==> src/rtl/siso_llr_framer.sv <==
// siso_llr_framer: collects one block of (sys, par, ext) LLR triples into a
// single bank, then replays it to the SISO core forward, reverse, or
// forward-then-reverse. Frames with a misplaced or missing last marker are
// dropped and flagged on frame_err_o.
module siso_llr_framer #(
  parameter int SYS_W   = 7,
  parameter int PAR_W   = 7,
  parameter int EXT_W   = 10,
  parameter int BLK_LEN = 4,
  localparam int IDX_W  = $clog2(BLK_LEN)
) (
  input  logic             clk_i,
  input  logic             rst_i,
  input  logic             in_valid_i,
  output logic             in_ready_o,
  input  logic             in_last_i,
  input  logic [SYS_W-1:0] sys_i,
  input  logic [PAR_W-1:0] par_i,
  input  logic [EXT_W-1:0] ext_i,
  input  logic [1:0]       dir_mode_i,
  output logic             out_valid_o,
  input  logic             out_ready_i,
  output logic [SYS_W-1:0] sys_o,
  output logic [PAR_W-1:0] par_o,
  output logic [EXT_W-1:0] ext_o,
  output logic [IDX_W-1:0] out_idx_o,
  output logic             out_pass_o,
  output logic             out_last_o,
  output logic             frame_err_o
);

  localparam int W = SYS_W + PAR_W + EXT_W;
  localparam logic [IDX_W-1:0] LAST_IDX = IDX_W'(BLK_LEN - 1);
  localparam logic [IDX_W-1:0] PENULT_IDX = IDX_W'(BLK_LEN - 2);
  localparam logic [IDX_W-1:0] ONE_IDX = IDX_W'(1);

  typedef enum logic [1:0] {FILL, DRAIN0, DRAIN1} state_t;

  state_t           state_reg, state_next;
  logic [IDX_W-1:0] wr_idx_reg, wr_idx_next;
  logic [1:0]       mode_reg, mode_next;
  logic             in_ready_reg;
  logic             out_valid_reg, out_valid_next;
  logic             out_pass_reg, out_pass_next;
  logic             out_last_reg, out_last_next;
  logic             frame_err_reg, frame_err_next;
  logic [IDX_W-1:0] out_idx_reg, out_idx_next;
  logic [W-1:0]     out_word_reg;
  logic [W-1:0]     mem [BLK_LEN];
  logic [W-1:0]     in_word;
  logic             accept, out_hs, load, bypass;
  logic [1:0]       eff_mode;

  assign in_word  = {sys_i, par_i, ext_i};
  assign accept   = in_valid_i & in_ready_reg;
  assign out_hs   = out_valid_reg & out_ready_i;
  // Mode is taken from the input on the first triple, from the latch after.
  assign eff_mode = (wr_idx_reg == '0) ? ((dir_mode_i == 2'd3) ? 2'd0 : dir_mode_i)
                                       : mode_reg;

  // Next-state, write-index and output-sequencing decisions.
  always_comb begin
    state_next     = state_reg;
    wr_idx_next    = wr_idx_reg;
    mode_next      = mode_reg;
    frame_err_next = 1'b0;
    out_valid_next = out_valid_reg;
    out_pass_next  = out_pass_reg;
    out_last_next  = out_last_reg;
    out_idx_next   = out_idx_reg;
    load           = 1'b0;
    bypass         = 1'b0;
    case (state_reg)
      FILL: begin
        if (accept) begin
          if (wr_idx_reg == '0) mode_next = eff_mode;
          if (in_last_i != (wr_idx_reg == LAST_IDX)) begin
            frame_err_next = 1'b1;
            wr_idx_next    = '0;
          end else if (in_last_i) begin
            state_next     = DRAIN0;
            wr_idx_next    = '0;
            load           = 1'b1;
            out_valid_next = 1'b1;
            out_pass_next  = 1'b0;
            out_last_next  = 1'b0;
            if (eff_mode == 2'd1) begin
              // Reverse starts on the triple being written this very cycle.
              out_idx_next = LAST_IDX;
              bypass       = 1'b1;
            end else begin
              out_idx_next = '0;
            end
          end else begin
            wr_idx_next = wr_idx_reg + ONE_IDX;
          end
        end
      end
      DRAIN0, DRAIN1: begin
        if (out_hs) begin
          if (out_last_reg) begin
            state_next     = FILL;
            out_valid_next = 1'b0;
            out_last_next  = 1'b0;
            out_pass_next  = 1'b0;
            out_idx_next   = '0;
          end else begin
            load = 1'b1;
            if (state_reg == DRAIN0 && mode_reg != 2'd1) begin
              if (out_idx_reg == LAST_IDX) begin
                // End of the alpha pass in mode 2: turn around without a bubble.
                state_next    = DRAIN1;
                out_pass_next = 1'b1;
                out_idx_next  = LAST_IDX;
                out_last_next = 1'b0;
              end else begin
                out_idx_next  = out_idx_reg + ONE_IDX;
                out_last_next = (out_idx_reg == PENULT_IDX) && (mode_reg != 2'd2);
              end
            end else begin
              out_idx_next  = out_idx_reg - ONE_IDX;
              out_last_next = (out_idx_reg == ONE_IDX);
            end
          end
        end
      end
      default: state_next = FILL;
    endcase
  end

  // State register.
  always_ff @(posedge clk_i) begin
    if (rst_i) state_reg <= FILL;
    else       state_reg <= state_next;
  end

  // Control and output-flag registers.
  always_ff @(posedge clk_i) begin
    if (rst_i) begin
      wr_idx_reg    <= '0;
      mode_reg      <= 2'd0;
      in_ready_reg  <= 1'b0;
      out_valid_reg <= 1'b0;
      out_pass_reg  <= 1'b0;
      out_last_reg  <= 1'b0;
      out_idx_reg   <= '0;
      frame_err_reg <= 1'b0;
    end else begin
      wr_idx_reg    <= wr_idx_next;
      mode_reg      <= mode_next;
      in_ready_reg  <= (state_next == FILL);
      out_valid_reg <= out_valid_next;
      out_pass_reg  <= out_pass_next;
      out_last_reg  <= out_last_next;
      out_idx_reg   <= out_idx_next;
      frame_err_reg <= frame_err_next;
    end
  end

  // Bank write port.
  always_ff @(posedge clk_i) begin
    if (accept) mem[wr_idx_reg] <= in_word;
  end

  // Registered bank read into the output data register.
  always_ff @(posedge clk_i) begin
    if (rst_i)     out_word_reg <= '0;
    else if (load) out_word_reg <= bypass ? in_word : mem[out_idx_next];
  end

  assign in_ready_o  = in_ready_reg;
  assign out_valid_o = out_valid_reg;
  assign out_pass_o  = out_pass_reg;
  assign out_last_o  = out_last_reg;
  assign out_idx_o   = out_idx_reg;
  assign frame_err_o = frame_err_reg;
  assign sys_o       = out_word_reg[W-1 -: SYS_W];
  assign par_o       = out_word_reg[EXT_W +: PAR_W];
  assign ext_o       = out_word_reg[0 +: EXT_W];

endmodule
==> config.mk <==
export PLATFORM = sky130hd
export DESIGN_NAME = siso_llr_framer
export DESIGN_NICKNAME = d
export VERILOG_FILES = /design/src/rtl/siso_llr_framer.sv
export SDC_FILE = /design/constraint.sdc
export NUM_CORES = 1
export LEC_CHECK = 0
export ABC_AREA = 0
export ABC_CLOCK_PERIOD_IN_PS = 7600
export CAP_MARGIN = 20
export CORE_UTILIZATION = 50
export DETAILED_ROUTE_END_ITERATION = 10
export HOLD_SLACK_MARGIN = 0.15
export PLACE_DENSITY = 0.72
export SETUP_SLACK_MARGIN = 0.05
export SYNTH_ARGS = -nofsm -noshare
export SYNTH_HDL_FRONTEND = slang
export SYNTH_SLANG_ARGS = --single-unit
==> constraint.sdc <==
create_clock -name clk_i -period 7.6 [get_ports clk_i]
set_input_delay 2.28 -clock clk_i [delete_from_list [all_inputs] [get_ports clk_i]]
set_output_delay 2.28 -clock clk_i [all_outputs]
set_load 0.02 [all_outputs]
==> out/results.txt, run 1 <==
status -> complete, no violations
setup bufs post-CTS -> 0
Via Count -> 3,615
area grow syn2layout -> 22.3%
Starting Density -> 0.522
largest cells by area after synthesis -> edfxtp_1 (50%), dfxtp_1 (13%), a211oi_2 (8.5%)
hold crit path type -> register to register
Max-slew headroom -> 0.367
Die Wd -> 109 um
CP cell instances -> clkdlybuf4s50_1 > ha_1 > nand4b_1 > a221o_1 > nand2_1 > and2_1 > buf_4 > a211oi_1 > a211oi_1
min Tclk post-route -> 5.36 ns
TritonCTS Buffers -> 17
area of the multi-input gates -> 1950 sq um
Die Height -> 109 um
hold slack -> 0.499 ns
Total Routing Usage GR -> 0.225
Ant. Diodes -> 0
CTS tree -> yes
worst endpoint required time -> 7.93 ns
post-route cell area -> 7050 sq um
PnR Total Power -> 1.65 mW
Post-Layout Cell Count -> 643
setup TNS -> 0 ns
initial antenna violation count -> 0
Max stage delay cell, worst path -> nand2_1
Gate Count Post-Synth -> 425
Commonest cells post-synth -> edfxtp_1 (96), nor2_1 (56), a211oi_2 (39), dfxtp_1 (37), o21ai_0 (26)
Post-route DRC -> 0
CP Capture Type -> register
Power Density -> 234 nW/um^2
final hold viol count -> 0
final worst-path cycle share -> 0.705
die area -> 12,000 sq um
cell taking the most area after synthesis -> edfxtp_1
mux contribution to synthesized area -> 0.0417
htree depth -> 4
WL/cell -> 18.9 um
sequential cell area -> 3620 sq um
XOR/XNOR Fraction of Synth Area -> 0
hold buffers post-CTS -> 0
Post-synth top flop -> edfxtp_1
EDFF count, synth -> 96
Final Setup Violations -> 0
vias in the first global route -> 3,655
max reg flops -> 96
clock skew -> 0.00396 ns
most used cell, CP -> a211oi_1
Final Max Slew Viols -> 0
Avg Cell Area, Syn -> 13.6 sq um
crit path kind -> primary input to register
syn nets -> 469
top-area cell type share of the netlist area -> 0.500
largest family of logic cells by synthesized area -> compound AO/OA/AOI/OAI gates
Clock transition at path regs -> 0.05 ns
Peak VDD IR -> 0.167 mV
RSZ-0062 raised after global routing -> false
row count -> 38
IO Pins -> 62
grt ovf -> 0
Clock Latency Late Sink -> 0.42 ns
Synth warnings -> 0
startpoint types -> primary input
dpl cell area -> 6460 sq um
crit path DAT -> 5.69 ns
cell with the most instances after synthesis -> edfxtp_1
Post-Synth Simple-Gate Area -> 0.0840
setup ws final -> 2.24 ns
Post-synth ARST share -> 0
CTS max path bufs -> 2
distinct cell type count of the synthesized netlist -> 46
cell area after synthesis -> 5760 sq um
Adder-Cell Fraction of Synth Area -> 0.0282
Seq cells post-synth -> 133
router iterations before antenna repair -> 4
via/cell ratio -> 5.62
post-synthesis compound-gate area fraction -> 0.184
slew of the pin with the lowest slew margin -> 0.947 ns
post-cts resize count -> 0
Max Clock Freq -> 187 MHz
root buf cell -> clkbuf_16
placed cells -> 611
fill count -> 831
final net count -> 534
GPL Wtd Cong -> 0.777
MaxCap Viol Count -> 0
final wirelength -> 12.1 mm
sequential area share after synthesis -> 0.629
Final Core Density -> 0.639
largest net degree at the start of global routing -> 38
DP Wirelength -> 7.10 mm
setup slack at placement -> 1.82 ns
core area -> 11,000 sq um
Lkg Pwr -> 2.28 nW
IO buf count -> 61
CP max stage delay -> 0.71 ns
first-pass GRT wire length -> 19.3 mm
initial drt markers -> 303
Num Clock Sinks -> 133
crit-path max FO -> 26
Post-DRT Antenna Nets -> 0
share of layout cells above drive strength 1 -> 0.173
==> per-layer routing <==
| metal | share of wire | global-route usage | wire length (um) | vias to the layer above |
|---|---|---|---|---|
| met5 | 0 | 0 | 0 | - |
| met4 | 0.026 | 0.108 | 314 | 0 |
| met3 | 0.049 | 0.0599 | 598 | 25 |
| met2 | 0.50 | 0.367 | 6010 | 88 |
| met1 | 0.43 | 0.279 | 5200 | 1758 |
| li1 | - | - | - | 1744 |
==> critical path: cells and delay by family <==
kind | cells | cell delay [ns]
and+or+nand+nor | 3 | 1.49
buffers and inverters | 2 | 0.88
AOI/OAI and AO/OA | 3 | 0.68
adders and majority gates | 1 | 0.36
==> kinds of logic after synthesis <==
| group | Yosys count |
|---|---|
| buffers and inverters | 33 |
| multiplexers | 24 |
| flip-flops | 133 |
| adder cells (fa/ha/maj) | 13 |
| AND/OR/NAND/NOR | 101 |
| AO/OA/AOI/OAI | 121 |
==> power breakdown <==
part	switching [mW]	internal [mW]	total [mW]
Combinational	0.0323	0.0237	0.0560
Clock	0.287	0.513	0.800
Sequential	0.00491	0.788	0.792
==> layout make-up <==
type                       count  area share
sequential                   133       0.514
multi-input combinational    259       0.277
timing repair buffer          69      0.0952
clock buffer                  22      0.0687
tap                          140      0.0249
clock inverter                10      0.0146
inverter                      10     0.00533
==> cell usage in the layout (no fill, tap or decap), drive strengths merged, types with 5 or more instances in the layout <==
cell | netlist | final
edfxtp | 96 | 96
clkdlybuf4s50 | 0 | 61
nor2 | 57 | 57
a211oi | 49 | 49
dfxtp | 37 | 37
o21ai | 27 | 27
mux2i | 24 | 24
a21boi | 23 | 23
clkbuf | 10 | 22
ha | 13 | 13
nand2 | 12 | 12
a21oi | 12 | 12
inv | 10 | 10
buf | 13 | 8
and3 | 7 | 7
clkinv | 0 | 7
nand3 | 5 | 5
==> path summary, 6_finish.rpt <==
check	start	end	slack, ns	depth (start not counted)
worst max-delay path	in_last_i	out_word_reg[9]	2.24	9
worst min-delay path	wr_idx_reg[1]	wr_idx_reg[1]	0.50	2
worst max register to register	wr_idx_reg[0]	out_word_reg[9]	4.10	9
worst min register to register	wr_idx_reg[1]	wr_idx_reg[1]	0.50	2
Note: power is estimated with default switching activity, not from simulation.
==> run 2, diff against run 1 <==
--- a/config.mk
+++ b/config.mk
@@ -6,7 +6,7 @@
 export NUM_CORES = 1
 export LEC_CHECK = 0
 export ABC_AREA = 0
-export ABC_CLOCK_PERIOD_IN_PS = 7600
+export ABC_CLOCK_PERIOD_IN_PS = 5300
 export CAP_MARGIN = 20
 export CORE_UTILIZATION = 50
 export DETAILED_ROUTE_END_ITERATION = 10
==> constraint.sdc (replaced) <==
create_clock -name clk_i -period 5.3 [get_ports clk_i]
set_input_delay 1.59 -clock clk_i [delete_from_list [all_inputs] [get_ports clk_i]]
set_output_delay 1.59 -clock clk_i [all_outputs]
set_load 0.02 [all_outputs]
==> out/results.txt, run 2 (synthesized netlist as in run 1, its figures left out) <==
row count -> 38
most frequent cells in the layout -> edfxtp_1 (96), clkdlybuf4s50_1 (61), nor2_1 (56), a211oi_2 (39), dfxtp_1 (37)
share of layout cells above drive strength 1 -> 0.174
hold crit path type -> register to register
router iterations before antenna repair -> 4
CP max stage delay -> 0.50 ns
crit path kind -> primary input to register
die area -> 12,000 sq um
cell family with most CP delay -> simple AND/OR/NAND/NOR gates
status -> complete, no violations
placed cells -> 614
Peak VDD IR -> 0.205 mV
post-route cell area -> 7120 sq um
crit-path max FO -> 16
first-pass GRT wire length -> 19.8 mm
Final Setup Violations -> 0
Final Core Density -> 0.646
CP Buf/Inv Count -> 2
setup bufs post-CTS -> 0
crit path DAT -> 4.49 ns
Crit. path cell count -> 9
fill count -> 850
Num Clock Sinks -> 133
P_sw -> 0.479 mW
Die Height -> 109 um
Max stage delay cell, worst path -> clkdlybuf4s50_1
area grow syn2layout -> 23.6%
commonest non-fill, non-tap cell in the layout -> edfxtp_1
Total Routing Usage GR -> 0.226
Post-DRT Antenna Nets -> 0
initial drt markers -> 197
Die Wd -> 109 um
IO Pins -> 62
PnR Total Power -> 2.48 mW
hold slack -> 0.524 ns
min Tclk post-route -> 4.17 ns
IO buf count -> 61
vias in the first global route -> 3,750
Max Clock Freq -> 240 MHz
Max-slew headroom -> 0.381
slew of the pin with the lowest slew margin -> 0.926 ns
Lkg Pwr -> 2.30 nW
Power Density -> 348 nW/um^2
setup ws final -> 1.13 ns
dpl cell area -> 6480 sq um
grt ovf -> 0
CP cell instances -> clkdlybuf4s50_1 > ha_1 > nand4b_1 > a221o_1 > nand2_1 > and2_1 > buf_4 > a211oi_2 > a211oi_2
R2R depth -> 7
CTS max path bufs -> 2
setup slack at placement -> 0.739 ns
sequential share of power -> 0.459
Clock Latency Late Sink -> 0.40 ns
WL/cell -> 19.4 um
worst endpoint required time -> 5.62 ns
via/cell ratio -> 5.73
most used cell, CP -> a211oi_2
Gate power share -> 0.033
clock network power share -> 0.508
TritonCTS Buffers -> 17
largest net degree at the start of global routing -> 38
core area -> 11,000 sq um
Clock transition at path regs -> 0.06 ns
startpoint types -> primary input
DP Wirelength -> 7.70 mm
htree depth -> 4
CTS tree -> yes
final worst-path cycle share -> 0.786
setup TNS -> 0 ns
Ant. Diodes -> 0
Sw Ratio -> 0.193
clock skew -> 0.00812 ns
initial antenna violation count -> 0
root buf cell -> clkbuf_16
post-cts resize count -> 0
GPL Wtd Cong -> 0.804
final net count -> 537
Post-route DRC -> 0
MaxCap Viol Count -> 0
Starting Density -> 0.522
CP Capture Type -> register
Post-Layout Cell Count -> 646
max reg flops -> 96
hold buffers post-CTS -> 0
RSZ-0062 raised after global routing -> false
Final Max Slew Viols -> 0
final hold viol count -> 0
Via Count -> 3,701
Hold Path Cell Cnt -> 2
final wirelength -> 12.5 mm
Int Power -> 2.00 mW
[run 2: worst min-delay path, cell delays in order (launching register included)]
cell     delay (ns)
dfxtp_1        0.34
nand2_1        0.07
a21oi_1        0.06
[run 2: final timing paths]
check	from	to	slack (ns)
setup / recovery	in_last_i	out_word_reg[1]	1.13
hold / removal	wr_idx_reg[1]	wr_idx_reg[1]	0.52
setup reg to reg	state_reg[0]	out_word_reg[20]	2.29
hold reg to reg	wr_idx_reg[1]	wr_idx_reg[1]	0.52
[run 2: cell type report]
type                    instances  area (sq um)  share of cell area
flip-flops and latches        133          3620               0.509
multi-input cells             259          1950               0.274
repair buffers                 72           693              0.0973
clock buffers                  19           433              0.0608
clock inverters                13           205              0.0288
well taps                     140           175              0.0246
inverters                      10          37.5             0.00527
[run 2: metal layers]
| metal | up-vias | share of wire | global-route usage |
|---|---|---|---|
| li1 | 1753 | - | - |
| met1 | 1833 | 0.43 | 0.288 |
| met2 | 108 | 0.51 | 0.385 |
| met3 | 7 | 0.051 | 0.0468 |
| met4 | 0 | 0.0060 | 0.0762 |
| met5 | - | 0 | 0 |
[run 2: power by group through the flow]
stage | registers (mW) | logic (mW) | clock network, mW
2_1_floorplan | 1.16 | 0.0339 | 0
3_3_place_gp | 1.16 | 0.0791 | 0
3_5_place_dp | 1.16 | 0.0815 | 0
4_1_cts | 1.14 | 0.0821 | 1.27
5_1_grt | 1.14 | 0.0885 | 1.32
6_report | 1.14 | 0.0822 | 1.26
==> run 3, diff against run 2 <==
--- a/config.mk
+++ b/config.mk
@@ -6,12 +6,12 @@
 export NUM_CORES = 1
 export LEC_CHECK = 0
 export ABC_AREA = 0
-export ABC_CLOCK_PERIOD_IN_PS = 5300
+export ABC_CLOCK_PERIOD_IN_PS = 3650
 export CAP_MARGIN = 20
 export CORE_UTILIZATION = 50
 export DETAILED_ROUTE_END_ITERATION = 10
 export HOLD_SLACK_MARGIN = 0.15
-export PLACE_DENSITY = 0.72
+export PLACE_DENSITY = 0.75
 export SETUP_SLACK_MARGIN = 0.05
 export SYNTH_ARGS = -nofsm -noshare
 export SYNTH_HDL_FRONTEND = slang
==> constraint.sdc (replaced) <==
create_clock -name clk_i -period 3.65 [get_ports clk_i]
set_input_delay 1.095 -clock clk_i [delete_from_list [all_inputs] [get_ports clk_i]]
set_output_delay 1.095 -clock clk_i [all_outputs]
set_load 0.02 [all_outputs]
==> out/results.txt, run 3 (synthesized netlist as in run 1, its figures left out) <==
status -> complete, no violations
DP Wirelength -> 7.53 mm
Gate power share -> 0.037
GPL Wtd Cong -> 0.766
final worst-path cycle share -> 0.844
final net count -> 545
setup bufs post-CTS -> 0
Total Routing Usage GR -> 0.225
slew of the pin with the lowest slew margin -> 0.667 ns
area grow syn2layout -> 23.7%
htree depth -> 4
cell family with most CP delay -> compound AO/OA/AOI/OAI gates
Power Density -> 464 nW/um^2
first-pass GRT wire length -> 19.8 mm
met1 Use GR -> 0.281
Clock Latency Late Sink -> 0.40 ns
Max-slew headroom -> 0.556
Starting Density -> 0.522
P_sw -> 0.647 mW
root buf cell -> clkbuf_16
post-route cell area -> 7130 sq um
vias in the first global route -> 3,829
hold buffers post-CTS -> 0
PnR Total Power -> 3.31 mW
initial drt markers -> 184
CP cell instances -> clkdlybuf4s50_1 > ha_1 > nand4b_1 > a221o_1 > nand2_1 > nand2_4 > a221oi_2 > a211oi_2
Max stage delay cell, worst path -> clkdlybuf4s50_1
Max Clock Freq -> 325 MHz
clock network power share -> 0.465
CP max stage delay -> 0.42 ns
final wirelength -> 12.3 mm
clock skew -> 0.0102 ns
Post-Layout Cell Count -> 654
hold crit path type -> register to register
gr busiest metal -> met2
most frequent cells in the layout -> edfxtp_1 (96), clkdlybuf4s50_1 (61), nor2_1 (56), a211oi_2 (39), dfxtp_1 (37)
Via Count -> 3,737
Num Clock Sinks -> 133
min Tclk post-route -> 3.08 ns
GRT met2 Usage -> 0.388
Post-DRT Antenna Nets -> 0
commonest non-fill, non-tap cell in the layout -> edfxtp_1
CTS tree -> yes
Sw Ratio -> 0.195
grt ovf -> 0
Int Power -> 2.66 mW
WL/cell -> 18.8 um
placed cells -> 622
IO buf count -> 61
router iterations before antenna repair -> 4
met3 usage -> 0.0474
share of layout cells above drive strength 1 -> 0.175
via/cell ratio -> 5.71
largest net degree at the start of global routing -> 38
initial antenna violation count -> 0
Final Setup Violations -> 0
post-cts resize count -> 0
MaxCap Viol Count -> 0
Ant. Diodes -> 0
Clock transition at path regs -> 0.05 ns
Lkg Pwr -> 2.31 nW
CTS max path bufs -> 2
die area -> 12,000 sq um
startpoint types -> primary input
crit-path max FO -> 25
RSZ-0062 raised after global routing -> false
row count -> 38
setup TNS -> 0 ns
CP Buf/Inv Count -> 1
setup ws final -> 0.569 ns
crit path kind -> primary input to register
Post-route DRC -> 0
crit path DAT -> 3.36 ns
core area -> 11,000 sq um
dpl cell area -> 6590 sq um
max reg flops -> 96
Final Max Slew Viols -> 0
sequential share of power -> 0.498
setup slack at placement -> 0.140 ns
Peak VDD IR -> 0.312 mV
Die Height -> 109 um
Die Wd -> 109 um
CP Capture Type -> register
worst endpoint required time -> 3.93 ns
final hold viol count -> 0
IO Pins -> 62
TritonCTS Buffers -> 17
-- run 3: changes by cell type in the layout (fill, tap and decap cells not counted), moves of 2 or more --
cell,before,now
clkbuf_1,2,9
buf_12,0,4
buf_4,11,15
bufinv_16,5,1
clkbuf_8,0,2
clkinvlp_4,2,0
-- run 3: through the flow --
stage                     hold WS, ns   util
after floorplan                 0.465      -
after global placement          0.477  0.598
after detailed placement        0.488  0.598
after CTS                       0.495  0.646
after global routing            0.531  0.646
final                           0.499  0.646
-- run 3: path summary, 6_finish.rpt --
path | end | startpoint | slack, ns | cells past startpoint
worst min register to register | wr_idx_reg[1] | wr_idx_reg[1] | 0.50 | 2
worst max register to register | out_word_reg[13] | state_reg[1] | 1.09 | 9
worst min-delay path | wr_idx_reg[1] | wr_idx_reg[1] | 0.50 | 2
worst max-delay path | out_word_reg[5] | in_last_i | 0.57 | 8
-- run 3: area by class of cell --
type	count	area (sq um)
fillers	842	3900
flip-flops and latches	133	3620
multi-input cells	259	1950
repair buffers	80	803
clock buffers	28	487
well taps	140	175
clock inverters	4	48.8
inverters	10	37.5
-- run 3: power by group through the flow --
stage / registers (mW) / clock network, mW / logic, mW
final: 1.65 / 1.54 / 0.121
after global routing: 1.65 / 1.63 / 0.131
after CTS: 1.65 / 1.56 / 0.121
after detailed placement: 1.68 / 0 / 0.120
after global placement: 1.68 / 0 / 0.116
after floorplan: 1.68 / 0 / 0.0492
-- run 3: layer usage --
layer / up-vias / wire, um / part of all wire
li1: 1767 / - / -
met3: 17 / 411 / 0.033
met4: 0 / 172 / 0.014
met2: 92 / 6320 / 0.51
met1: 1861 / 5400 / 0.44
met5: - / 0 / 0
-- run 3: worst reg2reg max path: cells and delay by family (launching register included) --
| family | cells | cell delay [ns] |
|---|---|---|
| buffers and inverters | 3 | 0.52 |
| flip-flops | 1 | 0.37 |
| AND/OR/NAND/NOR | 3 | 0.88 |
| adder cells (fa/ha/maj) | 1 | 0.42 |
| AO/OA/AOI/OAI | 2 | 0.26 |
